`src/rtl/piso_shift_ctrl_if.sv`:
```
// Handshake bundle for piso_shift_ctrl: parallel word input side and serial bit output side.
interface piso_shift_ctrl_if #(
    parameter int unsigned WIDTH = 8
);
    logic             in_valid;
    logic             in_ready;
    logic [WIDTH-1:0] in_data;
    logic             L;
    logic             ser_ready;
    logic             ser_valid;
    logic             ser_out;
    logic             ser_last;
    logic             busy;

    modport master (
        output in_valid, in_data, ser_ready,
        input  in_ready, L, ser_valid, ser_out, ser_last, busy
    );

    modport slave (
        input  in_valid, in_data, ser_ready,
        output in_ready, L, ser_valid, ser_out, ser_last, busy
    );
endinterface

```
`src/rtl/piso_shift_ctrl.sv`:
```
// Parallel-in/serial-out word shifter with valid/ready on both sides.
// Define PISO_LSB_FIRST_EN to emit LSB first; default build is MSB first.
module piso_shift_ctrl #(
    parameter int unsigned WIDTH = 8
) (
    input  logic              clk,
    input  logic              reset,
    piso_shift_ctrl_if.slave  bus
);
    localparam int unsigned CNT_W = $clog2(WIDTH);

    typedef enum logic {
        IDLE  = 1'b0,
        SHIFT = 1'b1
    } state_t;

    state_t           state;
    logic [WIDTH-1:0] sreg;
    logic [CNT_W-1:0] cnt;

    logic             last_slot;
    logic             in_ready_c;
    logic             accept_c;
    logic             ser_bit_c;
    logic [WIDTH-1:0] sreg_shifted_c;

    assign last_slot = (state == SHIFT) && (cnt == '0);

    // A new word may enter when idle, or in the slot where the final bit is consumed.
    always_comb begin
        in_ready_c = 1'b0;
        if (!reset) begin
            if (state == IDLE) begin
                in_ready_c = 1'b1;
            end else begin
                in_ready_c = bus.ser_ready && last_slot;
            end
        end
    end

    assign accept_c = bus.in_valid && in_ready_c;

`ifdef PISO_LSB_FIRST_EN
    assign ser_bit_c      = sreg[0];
    assign sreg_shifted_c = sreg >> 1;
`else
    assign ser_bit_c      = sreg[WIDTH-1];
    assign sreg_shifted_c = sreg << 1;
`endif

    always_ff @(posedge clk) begin
        if (reset) begin
            state <= IDLE;
            sreg  <= '0;
            cnt   <= '0;
        end else begin
            case (state)
                IDLE: begin
                    if (accept_c) begin
                        sreg  <= bus.in_data;
                        cnt   <= CNT_W'(WIDTH - 1);
                        state <= SHIFT;
                    end
                end
                SHIFT: begin
                    if (bus.ser_ready) begin
                        if (cnt != '0) begin
                            sreg <= sreg_shifted_c;
                            cnt  <= cnt - CNT_W'(1);
                        end else if (accept_c) begin
                            // Back-to-back reload: no idle bubble between words.
                            sreg <= bus.in_data;
                            cnt  <= CNT_W'(WIDTH - 1);
                        end else begin
                            sreg  <= '0;
                            state <= IDLE;
                        end
                    end
                end
                default: state <= IDLE;
            endcase
        end
    end

    assign bus.in_ready  = in_ready_c;
    assign bus.L         = accept_c;
    assign bus.ser_valid = (state == SHIFT);
    assign bus.busy      = (state == SHIFT);
    assign bus.ser_out   = (state == SHIFT) && ser_bit_c;
    assign bus.ser_last  = last_slot;
endmodule

```
`src/flat_wrapper.sv`:
```
// flat-port wrapper written by rule: the top's interface ports become plain ports
module piso_shift_ctrl_flat 
#(
    parameter int unsigned WIDTH = 8
)
  (clk, reset, bus_in_valid, bus_in_data, bus_ser_ready, bus_in_ready, bus_L, bus_ser_valid, bus_ser_out, bus_ser_last, bus_busy);
  piso_shift_ctrl_if #(.WIDTH(WIDTH)) bus_i ();
  input  logic clk;
  input  logic reset;
  input wire logic [$bits(bus_i.in_valid)-1:0] bus_in_valid;
  input wire logic [$bits(bus_i.in_data)-1:0] bus_in_data;
  input wire logic [$bits(bus_i.ser_ready)-1:0] bus_ser_ready;
  output wire logic [$bits(bus_i.in_ready)-1:0] bus_in_ready;
  output wire logic [$bits(bus_i.L)-1:0] bus_L;
  output wire logic [$bits(bus_i.ser_valid)-1:0] bus_ser_valid;
  output wire logic [$bits(bus_i.ser_out)-1:0] bus_ser_out;
  output wire logic [$bits(bus_i.ser_last)-1:0] bus_ser_last;
  output wire logic [$bits(bus_i.busy)-1:0] bus_busy;
  assign bus_i.in_valid = bus_in_valid;
  assign bus_i.in_data = bus_in_data;
  assign bus_i.ser_ready = bus_ser_ready;
  assign bus_in_ready = bus_i.in_ready;
  assign bus_L = bus_i.L;
  assign bus_ser_valid = bus_i.ser_valid;
  assign bus_ser_out = bus_i.ser_out;
  assign bus_ser_last = bus_i.ser_last;
  assign bus_busy = bus_i.busy;
  piso_shift_ctrl #(.WIDTH(WIDTH)) u_core (.clk(clk), .reset(reset), .bus(bus_i));
endmodule
```
`config.mk`:
```
export PLATFORM = sky130hd
export DESIGN_NAME = piso_shift_ctrl_flat
export DESIGN_NICKNAME = d
export VERILOG_FILES = /design/src/rtl/piso_shift_ctrl_if.sv /design/src/rtl/piso_shift_ctrl.sv /design/src/flat_wrapper.sv
export SDC_FILE = /design/constraint.sdc
export NUM_CORES = 1
export LEC_CHECK = 0
export CORE_MARGIN = 4
export CORE_UTILIZATION = 46
export CTS_CLUSTER_SIZE = 10
export DETAILED_ROUTE_END_ITERATION = 6
export GPL_ROUTABILITY_DRIVEN = 0
export PLACE_DENSITY = 0.88
export SLEW_MARGIN = 15
export SYNTH_ARGS = -nofsm -noshare
export SYNTH_HDL_FRONTEND = slang
export SYNTH_SLANG_ARGS = --single-unit
```
`constraint.sdc`:
```
create_clock -name clk -period 1.65 [get_ports clk]
set_input_delay 0.2475 -clock clk [delete_from_list [all_inputs] [get_ports clk]]
set_output_delay 0.2475 -clock clk [all_outputs]
set_load 0.05 [all_outputs]
```
==> results_dict.tcl <==
set metrics [dict create \
    status "complete, but fails checks" \
    violations "negative setup slack" \
    power_mw 0.8856 \
    rsz0062_at_grt "true" \
    crit_chain "inv_2 > ha_4 > nor2b_4 > a21oi_4 > nor3b_4 > buf_12" \
    hold_depth 2 \
    whs_ns 0.4585 \
    grt_pass1_wl_um 2642 \
    final_common_cell "buf_4" \
    cp.depth 6 \
    ys_seq_area_share_pct 35.36 \
    synth_edf_count 0 \
    vias 686 \
    grt_use_total_pct 17.10 \
    start_util_pct 50.32 \
    cp_max_fo 3 \
    dp_slack_ns -0.02000 \
    mostFrequentLayoutCells "buf_4, nor2_1, clkdlybuf4s50_1" \
    wl_per_cell_um 13.26 \
    cpLargestDelayFamily "simple AND/OR/NAND/NOR gates" \
    relSlewSlack_pct 77.84 \
    final.period_utilization_pct 102.6 \
    ys_types 31 \
    syn_avg_cell_area_sq_um 8.285 \
    drtAntennaViolNets 0 \
    end_kind "primary output" \
    layout_min_cycle_time_ns 1.693 \
    worst_slew_pin_slew_ns 0.3324 \
    cts_buffers 3 \
    slowest_delay_ns 0.33 \
    grt_pass1_vias 613 \
    antenna_found_initial 0 \
    finClkSkew_ns 0.002601 \
    crit_required_ns 1.40 \
    ctsRootBufferMaster "clkbuf_4" \
    fmax_ghz 0.5908 \
    final-setup-viol-count 2 \
    die_area_sq_um 2156 \
    fin_nets 125 \
    synth_nets 96 \
    hold_path_class "reg -> reg" \
    io_pins 18 \
    grt-ovfl-total 0 \
    synth-seq-cells 12 \
    die_h_um 46.43 \
    drt_wl_total_um 1658 \
    crit_arrival_ns 1.45 \
    tritoncts "done" \
    path_clk_slew_ns 0.07 \
    holdBufCountCts 0 \
    powerDensity_nw_per_um2 853.8 \
    io_buffers 17 \
    die_w_um 46.43 \
    cp.buffers_inverters 2 \
    netlist_area_sq_um 679.4 \
    layout-drive-gt1-share_pct 33.64 \
    netlist_instances 82 \
    clock-sinks 12 \
    synthToLayoutAreaGrowth_pct 52.67 \
    floorplan.rows 13 \
    dr.pass1.iters 4 \
    yosys_warnings 0 \
    drv_cap 0 \
    power.leakage_nw 0.4098 \
    post-route-drc-count 0 \
    async_reset_ff_share_pct 0 \
    worstSetupPathType "reg -> out" \
    drtIter0Drc 16 \
    setup_ws_ns -0.04266 \
    synth_ff_type "dfxtp_1" \
    grt_max_degree 10 \
    clk_path_buf_depth 2 \
    post_drt_via_cell_ratio 5.488 \
    clkLatencyLatePin_ns 0.27 \
    r2r.worst_path.cells 7 \
    crit_slowest_cell "dfxtp_2" \
    coreArea_sq_um 1350 \
    hold_viol 0 \
    ir_drop_uv 466.6 \
    antenna-diode-count 0 \
    dp_hpwl_um 1289 \
    crit_path_start_kind "flip-flop" \
    drv_slew 0 \
    h-tree-depth 1 \
]
## where the power goes
part	internal [mW]	switching [mW]
Combinational	0.149	0.162
Sequential	0.320	0.0240
Clock	0.134	0.0967
Total	0.603	0.282
## synthesized netlist by cell type, types with 2 or more instances
master / n / area, sq um
a211oi_1: 8 / 60.06
nor2_1: 12 / 45.04
o21ai_1: 7 / 35.03
dfxtp_1: 12 / 240.2
buf_4: 2 / 15.01
nand2_1: 10 / 37.54
inv_1: 3 / 11.26
nand3_1: 2 / 10.01
ha_1: 2 / 25.02
a21oi_1: 3 / 15.01
## tightest hold or removal path, stage by stage (launching register included)
cell      delay, ns
dfxtp_1        0.31
nand2_1        0.05
a211oi_1       0.05
## through the flow
step	TNS [ns]	std cells	util, %	instance area [sq um]
4_1_cts	-0.1284	125	76.37	1031
3_5_place_dp	-0.03730	118	69.69	940.9
5_1_grt	-0.2643	125	76.83	1037
3_3_place_gp	0	118	69.69	940.9
6_report	-0.05406	125	76.83	1037
2_1_floorplan	-0.3909	82	-	686.9
## routing by layer
layer	track usage, %	vias to the layer above	wire length, um
met5	0	-	0
met4	3.409	0	12
met2	28.85	21	824
met3	4.688	2	98
met1	21.60	314	723
li1	-	349	-
## sequential cells by signal (all words and copies together), names as in the netlist
register         count
u_core.sreg          8
u_core.cnt           3
u_core.bus.busy      1
## kinds of logic after synthesis
group	count (synthesis)	synth area share (%)
simple gates	33	23.39
compound gates	27	30.94
flops	12	35.36
buf+inv	8	6.628
fa+ha+maj	2	3.683
## layout make-up
type	instances	area (sq um)
fill	106	312.8
multi-input combinational	62	436.7
inverter	4	15.01
clock buffer	4	36.28
tap	15	18.77
sequential	12	242.7
timing repair buffer	28	287.8
## final timing paths
path                                                  start                           to  slack [ns]
worst min-delay path            u_core.sreg[6]$_SDFFE_PP0P_  u_core.sreg[7]$_SDFFE_PP0P_        0.46
worst min register to register  u_core.sreg[6]$_SDFFE_PP0P_  u_core.sreg[7]$_SDFFE_PP0P_        0.46
worst max register to register   u_core.cnt[0]$_SDFFE_PP0P_  u_core.sreg[3]$_SDFFE_PP0P_        0.15
worst max-delay path             u_core.cnt[0]$_SDFFE_PP0P_                        bus_L       -0.04
## timing repair
action	CTS	global route
buffers inserted	3	0
gates resized for setup	9	1
endpoints found under the setup margin	4	3
gates cloned	0	0
pin swaps	3	1
endpoints found under the hold margin	0	0
(Power assumes the default switching activity.)
